**config.mk**
```make
export PLATFORM = sky130hd
export DESIGN_NAME = imem_loader
export DESIGN_NICKNAME = d
export VERILOG_FILES = /design/src/rtl/imem_loader_pkg.sv /design/src/rtl/byte_word_packer.sv /design/src/rtl/imem_loader.sv
export SDC_FILE = /design/constraint.sdc
export NUM_CORES = 1
export LEC_CHECK = 0
export ABC_AREA = 1
export CORE_MARGIN = 5
export CORE_UTILIZATION = 54
export DETAILED_ROUTE_END_ITERATION = 12
export PLACE_DENSITY = 0.89
export SLEW_MARGIN = 10
export SYNTH_ARGS = -nofsm -noshare
export SYNTH_HDL_FRONTEND = slang
export SYNTH_SLANG_ARGS = --single-unit
```
**constraint.sdc**
```tcl
create_clock -name clk -period 3.95 [get_ports clk]
set_clock_uncertainty 0.2 [all_clocks]
set_input_delay 0.395 -clock clk [delete_from_list [all_inputs] [get_ports clk]]
set_output_delay 0.395 -clock clk [all_outputs]
set_load 0.05 [all_outputs]
```
**src/rtl/imem_loader_pkg.sv**
```systemverilog
// rtl/imem_loader_pkg.sv - shared state encoding and stream framing constants for imem_loader
package imem_loader_pkg;

    typedef enum logic [2:0] {
        ST_IDLE,
        ST_HEADER,
        ST_PAYLOAD,
        ST_CHECK,
        ST_DONE,
        ST_ERROR
    } state_t;

    localparam int HEADER_BYTES   = 1;
    localparam int BYTES_PER_WORD = 4;
    localparam logic [1:0] LAST_BYTE_IDX = 2'(BYTES_PER_WORD - 1);

endpackage

```
**src/rtl/byte_word_packer.sv**
```systemverilog
// rtl/byte_word_packer.sv - assembles little-endian bytes into 32-bit words with a one-cycle word_valid
module byte_word_packer
    import imem_loader_pkg::*;
(
    input  logic        clk,
    input  logic        reset,
    input  logic        clear,
    input  logic        byte_en,
    input  logic [7:0]  byte_data,
    output logic        last_byte,
    output logic        word_valid,
    output logic [31:0] word
);

    logic [1:0] byte_cnt;

    assign last_byte = (byte_cnt == LAST_BYTE_IDX);

    // Shifting in from the top leaves the first byte in bits 7:0 after four bytes.
    always_ff @(posedge clk) begin
        if (reset) begin
            byte_cnt   <= '0;
            word_valid <= 1'b0;
            word       <= '0;
        end else begin
            word_valid <= byte_en && last_byte;
            if (clear) begin
                byte_cnt <= '0;
            end else if (byte_en) begin
                byte_cnt <= byte_cnt + 2'd1;
                word     <= {byte_data, word[31:8]};
            end
        end
    end

endmodule

```
**src/rtl/imem_loader.sv**
```systemverilog
// rtl/imem_loader.sv - byte-stream instruction memory loader; optional trailer checksum via IMEM_LOADER_CHECKSUM_EN
module imem_loader
    import imem_loader_pkg::*;
#(
    parameter int DEPTH_WORDS = 64,
    parameter int ADDR_W      = 6
) (
    input  logic              clk,
    input  logic              reset,
    input  logic              start,
    input  logic              byte_valid,
    input  logic [7:0]        byte_data,
    output logic              byte_ready,
    output logic              imem_we,
    output logic [ADDR_W-1:0] imem_addr,
    output logic [31:0]       imem_wdata,
    output logic              cpu_reset,
    output logic              done,
    output logic              error
);

    localparam logic [7:0] DEPTH_B = 8'(DEPTH_WORDS);

    state_t     state, state_nxt;
    logic [7:0] n_words;
    logic [7:0] word_cnt;
    logic       last_byte;
    logic       pay_en;
    logic       last_word;

    assign pay_en    = byte_valid && (state == ST_PAYLOAD);
    assign last_word = last_byte && (word_cnt == n_words - 8'd1);

`ifdef IMEM_LOADER_CHECKSUM_EN
    logic [7:0] csum;
`endif

    byte_word_packer u_packer (
        .clk        (clk),
        .reset      (reset),
        .clear      (state == ST_HEADER),
        .byte_en    (pay_en),
        .byte_data  (byte_data),
        .last_byte  (last_byte),
        .word_valid (imem_we),
        .word       (imem_wdata)
    );

    always_ff @(posedge clk) begin
        if (reset) begin
            state <= ST_IDLE;
        end else begin
            state <= state_nxt;
        end
    end

    always_comb begin
        state_nxt  = state;
        byte_ready = 1'b0;
        done       = 1'b0;
        error      = 1'b0;
        cpu_reset  = 1'b1;
        case (state)
            ST_IDLE: begin
                if (start) state_nxt = ST_HEADER;
            end
            ST_HEADER: begin
                byte_ready = 1'b1;
                if (byte_valid) begin
                    if (byte_data == 8'd0 || byte_data > DEPTH_B) state_nxt = ST_ERROR;
                    else                                          state_nxt = ST_PAYLOAD;
                end
            end
            ST_PAYLOAD: begin
                byte_ready = 1'b1;
                if (byte_valid && last_word) begin
`ifdef IMEM_LOADER_CHECKSUM_EN
                    state_nxt = ST_CHECK;
`else
                    state_nxt = ST_DONE;
`endif
                end
            end
`ifdef IMEM_LOADER_CHECKSUM_EN
            ST_CHECK: begin
                byte_ready = 1'b1;
                if (byte_valid) state_nxt = (byte_data == csum) ? ST_DONE : ST_ERROR;
            end
`endif
            ST_DONE: begin
                done      = 1'b1;
                cpu_reset = 1'b0;
                if (start) state_nxt = ST_HEADER;
            end
            ST_ERROR: begin
                error = 1'b1;
                if (start) state_nxt = ST_HEADER;
            end
            default: state_nxt = ST_IDLE;
        endcase
    end

    // The write address is captured with the 4th byte so it lines up with the packer's word_valid.
    always_ff @(posedge clk) begin
        if (reset) begin
            n_words   <= '0;
            word_cnt  <= '0;
            imem_addr <= '0;
`ifdef IMEM_LOADER_CHECKSUM_EN
            csum      <= '0;
`endif
        end else begin
            if (state == ST_HEADER && byte_valid) begin
                n_words  <= byte_data;
                word_cnt <= '0;
`ifdef IMEM_LOADER_CHECKSUM_EN
                csum     <= '0;
`endif
            end
            if (pay_en) begin
`ifdef IMEM_LOADER_CHECKSUM_EN
                csum <= csum ^ byte_data;
`endif
                if (last_byte) begin
                    imem_addr <= word_cnt[ADDR_W-1:0];
                    word_cnt  <= word_cnt + 8'd1;
                end
            end
        end
    end

endmodule
```
# Yosys cells after proc, flatten, opt, wreduce, memory -nomap -nowiden
# Cells that the tools add are included.
# word_totals
register_bits	60
inputBits	12
output_inout_bits	43
wordCells	47
# op_classes
addsub	3
n_lt_le_gt_ge	1
eq_ne	9
mux	12
n_bitwise	1
n_reduce_logical	14
# ops
op	n
$mux 8	3
$mux 3	4
$pmux 3 s3	1
$add 8x1->8 const B	1
$eq 8x8->1	1
$gt 8x7->1 const B	1
$logic_not 8->1	1
$sub 8x1->8 const B	1
$eq 3x3->1 const B	2
$logic_and 1x1->1	5
$mux 1	4
$ne 2x1->1 const B	2
$reduce_and 2->1	2
$reduce_or 2->1	2
$eq 3x1->1 const B	1
$eq 3x2->1 const B	1
$logic_not 3->1	1
$reduce_and 3->1	1
$reduce_or 3->1	1
$add 2x1->2 const B	1
$eq 2x2->1 const B	1
$ne 2x2->1 const B	1
$logic_or 1x1->1	1
$not 1->1	1

# Depth between registers and ports, before layout
# Gate-level depths: netlist of the first run.
# logic_depth
word_depth	6
depth_mapped	14
depth_no_buf	14

# Hierarchy
# From an unflattened synthesis of the first run, not the netlist that was laid out.
# unflattened
hier_cells	429
hier_area_um2	2886.5
# modules_own_cells
mod	instances	cells_each	area_per_inst_um2	seq_area_each_um2
byte_word_packer	1	221	1495.2	700.7
imem_loader	1	208	1391.3	500.5

# Least setup slack after synthesis of the first run
# No wires, ideal clock.
# synth_timing
path_type	reg2out
from	reg state[1]
to	out cpu_reset
arrival_time_ns	1.607
required_ns	3.355
setup_slack_ns	1.748
stages_incl_launch_ff	5
n_path_buf	0
path_cell_list	dfxtp_1 -> inv_1 -> nand2_1 -> nor2_1 -> inv_1
# synth_via
elab_chain_cells	2
# synth_rtl
element	line	text
from (decl)	imem_loader.sv:24	state_t state, state_nxt;
from (signal assigned)	imem_loader.sv:53	state <= state_nxt;
$eq 3x3->1	imem_loader.sv:63	case (state)
$mux 1	imem_loader.sv:63	
to (decl)	imem_loader.sv:17	output logic cpu_reset,
# No other way between the ends.

# Final worst setup path of the first run
# layout_timing
from	reg state[0]
to	out byte_ready
# layout_via
elab_chain_cells	3
# layout_rtl
element	line	text
$eq 3x2->1 or $eq 3x1->1 (tied branches)	imem_loader.sv:63	
$reduce_or 2->1 (no source line) *	-	
$mux 1 *	imem_loader.sv:63	
to (decl)	imem_loader.sv:13	output logic byte_ready,
# Mark *: on every way between the ends. The rest lies on a longest branch, timed or not.

==> metrics, run 1 <==
status=complete, no violations; Via Count=~2500; Max Cap Violations=0; Reg2Reg Depth=11; WL/cell=about 13 µm; Final Power=around 2.1 mW; M1 wire length=~2.6 mm; post-CTS resize count=0; FF-to-FF End=word_cnt[6]; worst-skew pair later-pin latency=0.34 ns; footprint of the multi-input gates=approximately 1200 µm²; syn avg cell area=about 7.2 µm²; Synthesis Warnings=0; I/O pins=between 50 and 60; Startpoint Class=flip-flop; number of global-route vias before repair=2432; GR Util All Layers=approximately 22%; DR pass1 iterations=4; Die Span X=around 79 µm; fill count=around 380; FMAX=around 380 MHz; # Post-CTS Setup Buffers=0; Crit Path Category=flip-flop to output pin; Port-buffer cells=54; Synth area leader=dfxtp_1; Max IR drop VDD=about 0.41 mV; final hold violation count=0; Final ANT Viol Nets=0; grt total ovfl=0; cts-stage hold buffer count=0; Netlist cell types=27; Primary FF master, synth=dfxtp_1; die area=6300 µm²; Final Max Tran Viols=0; R2R Setup Slk=approximately 1.8 ns; Crit. End Element=output pin; # DRC=0; root buffer cell=clkbuf_8; diodes inserted=0; RePlAce Congestion=between 0.8 and 0.9; Synth Cell Area=2599 µm²; post-layout min period=2.618 ns; share of layout cells above drive strength 1=about 5.8%; Worst slew margin=approximately 28%; largest net degree at the start of global routing=47; H-tree levels=3; Mapped Cells=between 300 and 400; setup TNS=0 ns; Max clock buf depth=2; share of the synthesized area in the top cell type=a little under half; count of state elements after synthesis=60; Post-synth EDFFs=0; post-synthesis async set-or-reset flop share=0%; Final period util=between 60% and 70%; core box area=roughly 4700 µm²; CTS Sinks=60; Met3 Wirelength=~350 µm; routed vias/inst=~5.2; CP startpoint=state[0]; unrepaired setup endpoints after global routing=false; sequential area share after synthesis=46.22%; Post-Syn Nets=376; clock transition at the registers of the reported paths=around 0.060 ns; highest metal used=met4; CTS tree=yes; P&R area growth vs syn=27.06%; measured slew at the worst slew-check pin=1.084 ns; CP required=roughly 3.4 ns; Sequential Area=around 1200 µm²; CP arrival=2.02 ns; antenna violations before repair=0; HP Class=flip-flop to flip-flop; Setup Viol. Count Final=0; first-pass GRT wire length=10.77 mm; Area contributors post-synth=dfxtp_1 46%, nor2_1 14%, o21ai_0 8.9%; DR WL met2=roughly 3.0 mm; static leakage=~1.5 nW; initial core utilization=55.39%; CP Max Fanout=4; final wirelength=between 6 and 7 mm; Net count, final=roughly 430; Die Ht=roughly 80 µm; TritonCTS Buffers=9; CP Capture Point=byte_ready; HPWL after detailed placement=4.258 mm; 1st-iter DRT viols=~160; RR Startpoint=state[1]; power per cell area=~630 nW/µm²; row count=25
kinds of logic (layout without fill, tap and decap cells):
| group | after synthesis | in the layout | share of synthesized area [%] |
|---|---|---|---|
| flops | 60 | 60 | 46.22 |
| simple gates | 180 | 180 | 29.75 |
| compound gates | 68 | 68 | 13.43 |
| fa+ha+maj | 3 | 3 | 1.445 |
| buf+inv | 43 | 98 | 6.788 |
| xor+xnor | 7 | 7 | 2.359 |
metal layers:
layer | global-route usage (%) | vias up
li1 | - | 1256
met1 | 26.44 | 1133
met2 | 35.69 | 58
met3 | 6.885 | 12
met4 | 8.935 | 0
met5 | 0 | -
cells in the mapped netlist, types with 3 or more instances:
library cell and instances:
inv_2 4, ha_1 3, nand2_1 54, buf_2 6
clkbuf_1 6, a21oi_1 17, o21ai_0 46, inv_1 23
nor2_1 100, buf_1 3, nand3_1 14, xor2_1 5
nor3_1 4, dfxtp_1 60
state kept, by name, indices dropped and copies added, names as in the netlist:
signal               cells
imem_addr                6
word_cnt                 8
u_packer.byte_cnt        2
state                    3
u_packer.word_valid      1
n_words                  8
u_packer.word           32
where the power goes:
part | total, mW | switching [mW] | internal, mW
logic | 0.851 | 0.577 | 0.274
clock network | 0.463 | 0.220 | 0.243
registers | 0.773 | 0.0737 | 0.699
how the worst min path moves through the flow:
stage	startpoint	end	slack (ns)	cells after the start
5_1_grt	imem_addr[5]	imem_addr[5]	0.29	2
6_report	u_packer.byte_cnt[1]	u_packer.byte_cnt[1]	0.26	2
3_3_place_gp	u_packer.byte_cnt[1]	u_packer.byte_cnt[1]	0.25	2
3_5_place_dp	u_packer.byte_cnt[1]	u_packer.byte_cnt[1]	0.26	2
2_1_floorplan	u_packer.byte_cnt[1]	u_packer.byte_cnt[1]	0.24	2
4_1_cts	u_packer.byte_cnt[1]	u_packer.byte_cnt[1]	0.27	2
critical path, stage by stage, from the launching register on:
cell             delay (ns)
dfxtp_1                0.34
inv_2                  0.07
nor2_1                 0.08
inv_1                  0.05
nor2_1                 0.15
inv_1                  0.10
nand2_1                0.10
clkdlybuf4s50_1        0.81
layout by cell type, fill, tap and decap left out, types with 5 or more instances in the layout:
cell and count:
o21ai_0 46, nor2_1 100, a21oi_1 17, dfxtp_1 60
nand3_1 14, inv_1 23, xor2_1 5, clkdlybuf4s50_1 54
nand2_1 54, clkbuf_8 10
stage by stage:
stage               std cells  worst slack [ns]  area, µm²  hold slack (ns)  util [%]
floorplan                 361             1.748       2599           0.2414         -
global placement          454             1.393       3139           0.2506     66.91
detailed placement        454             1.375       3139           0.2571     66.91
CTS                       470             1.307       3302           0.2677     70.37
global route              470             1.182       3302           0.2874     70.37
finish                    470             1.332       3302           0.2645     70.37
layout make-up:
| cell class | count | area share, % |
|---|---|---|
| Sequential cell | 60 | 36.38 |
| Clock inverter | 2 | 0.3031 |
| Timing Repair Buffer | 55 | 16.60 |
| Clock buffer | 14 | 4.623 |
| Multi-Input combinational cell | 258 | 36.98 |
| Inverter | 27 | 3.069 |
| Tap cell | 54 | 2.046 |
Note: power is estimated with default switching activity, not from simulation.
==> inputs of run 2 (changes only) <==
CORE_UTILIZATION = 45   (was 54)
PLACE_DENSITY = 0.8   (was 0.89)
clock period = 2.17 ns   (was 3.95 ns; I/O delays follow)
==> run 2 against run 1 <==
Final area rose by 5.0%. First-iteration DRC count is 38% lower. Sequential share of layout area decreased by 1.7 points. Combinational power grew 90%. Routed wire length rose by 5.1%. Register-to-register slack got worse by 1.6 ns. Core utilization down 8.2 points. Setup slack worse by 1.1 ns. Global-route usage decreased by 3.2 points. Non-clock buffer count grew 6. Critical endpoint is now imem_wdata[25]. Largest power group unchanged.
==> metrics, run 2 (synthesis gave the netlist of run 1 again) <==
Crit. End Element=output pin; Crit Path Category=flip-flop to output pin; core box area=between 5000 and 6000 µm²; DR pass1 iterations=4; FMAX=about 510 MHz; switching fraction of total power=approximately two fifths; Final ANT Viol Nets=0; I/O pins=between 50 and 60; 1st-iter DRT viols=102; HP Class=flip-flop to flip-flop; cts-stage hold buffer count=0; Util after Layout=a little over 60%; post-CTS resize count=0; post-layout min period=~2.0 ns; root buffer cell=clkbuf_8; row count=27; worst-skew pair later-pin latency=roughly 0.34 ns; critical path's largest stage delay=~0.84 ns; Comb power frac=37.7%; diodes inserted=0; routed vias/inst=~5; final wirelength=6.374 mm; die area=around 7400 µm²; CP Max Fanout=3; TritonCTS Buffers=9; CTS Sinks=60; Hold EP=u_packer.byte_cnt[1]; commonest non-fill, non-tap cell in the layout=nor2_1; P&R area growth vs syn=33.46%; biggest regs=u_packer.word (32), n_words (8), word_cnt (8); FF-to-FF End=state[2]; Net count, final=~430; status=complete, no violations; WL/cell=roughly 13 µm; CP arrival=between 1.5 and 2 ns; setup TNS=0 ns; HPWL after detailed placement=~4.5 mm; max FFs per register=32; GR Util All Layers=about 19%; Clock power frac=29.5%; Max Cap Violations=0; critical path's top delay family=buffers and inverters; R2R Setup Slk=between 0.2 and 0.3 ns; Via Count=~2500; static leakage=around 1.6 nW; Worst slew margin=63.92%; CP required=roughly 1.8 ns; RePlAce Congestion=between 0.8 and 0.9; Reg2Reg Depth=13; share of layout cells above drive strength 1=9.716%; unrepaired setup endpoints after global routing=false; CP Buf/Inv Count=1; Die Span X=roughly 86 µm; Die Ht=approximately 86 µm; final hold violation count=0; internal power=2.640 mW; final hold slack=0.2720 ns; CTS tree=yes; Hold Startpoint=u_packer.byte_cnt[1]; crit path max-delay cell type=clkdlybuf4s50_1; Biggest register=u_packer.word; # Post-CTS Setup Buffers=0; Setup Viol. Count Final=0; most frequent cells in the layout=99 x nor2_1, 59 x dfxtp_1, 53 x nand2_1; measured slew at the worst slew-check pin=between 0.5 and 0.6 ns; Hold Crit Depth=2; clock transition at the registers of the reported paths=0.07 ns; RR Startpoint=n_words[0]; first-pass GRT wire length=between 10 and 15 mm; Setup WS pre-CTS=0.1982 ns; Max clock buf depth=2; Final Max Tran Viols=0; Final WS setup=just under 0.2 ns; largest net degree at the start of global routing=36; H-tree levels=3; Port-buffer cells=between 50 and 60; antenna violations before repair=0; power per cell area=approximately 1200 nW/µm²; number of global-route vias before repair=approximately 2500; Max IR drop VDD=roughly 0.85 mV; critical path cell sequence=clkdlybuf4s50_1; grt total ovfl=0; # DRC=0; initial core utilization=a little under half; part of the power in registers=32.7%; Startpoint Class=flip-flop; Final Power=4.295 mW; P_sw=around 1.7 mW; fill count=approximately 480; Final period util=between 90% and 100%
## run 2: cell types whose count changed in the layout (fill, tap and decap cells not counted), sizes merged
cell           change
buf               +10
bufinv             +3
clkbuf             -2
clkdlybuf4s50      -4
clkinv             -1
## run 2: metal layers
| layer | routed length [µm] | track usage (%) |
|---|---|---|
| met1 | 2711 | 21.27 |
| met2 | 3140 | 31.04 |
| met3 | 455 | 7.781 |
| met4 | 66 | 6.043 |
| met5 | 0 | 0 |
## run 2: layout make-up
cell class	count	area [µm²]	share of cell area [%]
multi-input combinational	258	1229	35.43
sequential	60	1202	34.67
timing repair buffer	61	595.6	17.17
clock buffer	12	155.1	4.473
inverter	27	101.3	2.922
clock inverter	4	95.09	2.742
tap	72	90.09	2.597
## run 2: through the flow
| stage | cell area, µm² | instances |
|---|---|---|
| final | 3468 | 494 |
| after detailed placement | 3209 | 478 |
| after global placement | 3209 | 478 |
| after CTS | 3460 | 494 |
| after global routing | 3468 | 494 |
| after floorplan | 2599 | 361 |
## run 2: power groups by stage
stage	clock network (mW)	logic, mW	registers [mW]
after floorplan	0	0.775	1.76
after global placement	0	1.59	1.42
after detailed placement	0	1.61	1.42
after CTS	1.29	1.62	1.41
after global routing	1.34	1.77	1.43
final	1.27	1.62	1.41
## run 2: worst max-delay path by stage
stage	startpoint	to	slack (ns)	depth (start not counted)
after global placement	byte_valid	word_cnt[6]	0.28	12
final	u_packer.word[25]	imem_wdata[25]	0.19	1
after global routing	n_words[0]	state[2]	0.01	13
after floorplan	state[1]	cpu_reset	0.15	4
after CTS	u_packer.word[25]	imem_wdata[25]	0.17	1
after detailed placement	n_words[0]	state[0]	0.20	12
==> inputs of run 3 (changes only) <==
PLACE_DENSITY = 0.78   (was 0.8)
SYNTH_HIERARCHICAL = 1   (was unset)
==> run 3 against run 2 <==
Via count grew 13%. Critical path type unchanged. Register-to-register slack lost 0.02 ns. Critical endpoint is now imem_wdata[27]. Largest cell class unchanged. Area after synthesis grew 11%. Clock-buffer cell count shrank 2. Non-clock buffer count grew 1.
==> metrics, run 3 <==
final hold violation count=0; critical path's largest stage delay=just over 0.8 ns; footprint of the multi-input gates=about 1400 µm²; post-CTS resize count=0; Mapped Cells=429; Crit Path Category=flip-flop to output pin; Worst slew margin=64.83%; Final ANT Viol Nets=0; Max Cap Violations=0; TritonCTS Buffers=9; Netlist cell types=33; number of global-route vias before repair=2488; crit path max-delay cell type=clkdlybuf4s50_1; # DRC=0; clock transition at the registers of the reported paths=roughly 0.070 ns; HP Class=flip-flop to flip-flop; setup TNS=0 ns; commonest non-fill, non-tap cell in the layout=nor2_1; antenna violations before repair=0; count of state elements after synthesis=60; final wirelength=~6.7 mm; Crit. End Element=output pin; Max clock buf depth=2; DP Area=3490 µm²; CTS Sinks=60; WL/cell=~12 µm; CP Buf/Inv Count=1; P&R area growth vs syn=27.22%; Setup Viol. Count Final=0; max FFs per register=32; initial core utilization=about 46%; first-pass GRT wire length=11.20 mm; Final Max Tran Viols=0; syn avg cell area=~6.7 µm²; Post-Syn Nets=about 440; Sequential Area=between 1000 and 1500 µm²; root buffer cell=clkbuf_8; count leader, synth=nor2_1; Die Span X=between 90 and 100 µm; grt total ovfl=0; Port-buffer cells=54; CTS tree=yes; Area contributors post-synth=dfxtp_1 42%, nor2_1 12%, nand2_1 11%; unrepaired setup endpoints after global routing=false; I/O pins=55; CP required=1.75 ns; Final Cell Area=between 3000 and 4000 µm²; Hold Crit Depth=2; biggest regs=u_packer/word (32), n_words (8), word_cnt (8); Hold Startpoint=imem_addr[0]; RR Startpoint=n_words[0]; Max IR drop VDD=about 0.78 mV; static leakage=1.544 nW; Startpoint Class=flip-flop; most frequent cells in the layout=95 x nor2_1, 85 x nand2_1, 59 x dfxtp_1; fill count=a little under 600; Final period util=between 80% and 90%; CP arrival=1.53 ns; share of layout cells above drive strength 1=under 10%; row count=29; Post-synth EDFFs=0; 1st-iter DRT viols=roughly 210; H-tree levels=3; DR pass1 iterations=4; RePlAce Congestion=around 0.80; Via Count=2778; Biggest register=u_packer/word; routed vias/inst=approximately 4.9; post-layout min period=1.951 ns; # Post-CTS Setup Buffers=0; Synthesis Warnings=6; post-synthesis async set-or-reset flop share=0%; path length in cells of the critical path=1; critical path cell sequence=clkdlybuf4s50_1; CP startpoint=u_packer/word[27]; Die Ht=90.09 µm; commonest cells in the netlist=95 x nor2_1, 85 x nand2_1, 60 x dfxtp_1, 54 x inv_1, 48 x nand3_1; cts-stage hold buffer count=0; CP Max Fanout=3; power per cell area=approximately 1200 nW/µm²; sequential area share after synthesis=41.61%; largest net degree at the start of global routing=37; FMAX=approximately 510 MHz; Synth Cell Area=between 2000 and 3000 µm²; die area=8116 µm²; HPWL after detailed placement=around 4.8 mm; worst-skew pair later-pin latency=~0.33 ns; GR Util All Layers=about 17%; critical path's top delay family=buffers and inverters; core box area=~6300 µm²; Primary FF master, synth=dfxtp_1; diodes inserted=0; share of the synthesized area in the top cell type=between 40% and 50%; Reg2Reg Depth=12; status=complete, no violations; measured slew at the worst slew-check pin=~0.53 ns; Synth area leader=dfxtp_1; Util after Layout=58.50%; Net count, final=499
run 3: cell count changes after synthesis, moves of 3 or more:
cell / previous run / this run
o21ai_0: 46 / 14
nand2_1: 54 / 85
clkbuf_1: 6 / 3
nor2_1: 100 / 95
inv_1: 23 / 54
inv_2: 4 / 1
nand3_1: 14 / 48
a21oi_1: 17 / 22
run 3: report_power, final:
part	switching, mW	internal, mW
registers	0.146	1.28
logic	1.29	0.653
clock network	0.420	0.520
run 3: logic make-up after synthesis:
group | Yosys count | synth area share [%]
and+or+nand+nor | 244 | 36.15
buffers and inverters | 74 | 11.14
DFF | 60 | 41.61
adders and majority gates | 3 | 1.301
xor gates and xnor gates | 7 | 2.124
AOI/OAI and AO/OA | 41 | 7.673
run 3: layer usage:
metal  part of all wire [%]  vias to the layer above  routed length (µm)  global-route usage (%)
li1                       -                     1442                   -                       -
met1                     45                     1247                3009                   21.07
met2                     48                       79                3227                   26.89
met3                    5.8                       10                 388                   3.506
met4                    1.5                        0                 101                   7.444
met5                      0                        -                   0                       0
run 3: stage by stage:
step                      power, mW  worst slack (ns)  hold slack [ns]  instances
final                         4.307            0.2185           0.2695        565
after global routing          4.570           0.03313           0.2838        565
after CTS                     4.332            0.1486           0.2717        565
after detailed placement      3.379            0.1594           0.2617        550
after global placement        3.334            0.1995           0.2512        550
after floorplan               2.873            0.1039          0.08878        429
run 3: area by class of cell:
class	count	share of cell area, %
repair buffers	62	16.76
inverters	56	5.792
clock inverters	5	1.465
flip-flops and latches	60	32.74
well taps	77	2.624
multi-input cells	295	37.14
clock buffers	10	3.475
run 3: worst paths after layout:
kind / to / slack (ns)
worst max-delay path: imem_wdata[27] / 0.22
worst min-delay path: imem_addr[0] / 0.27
worst max register to register: state[1] / 0.23
worst min register to register: imem_addr[0] / 0.27
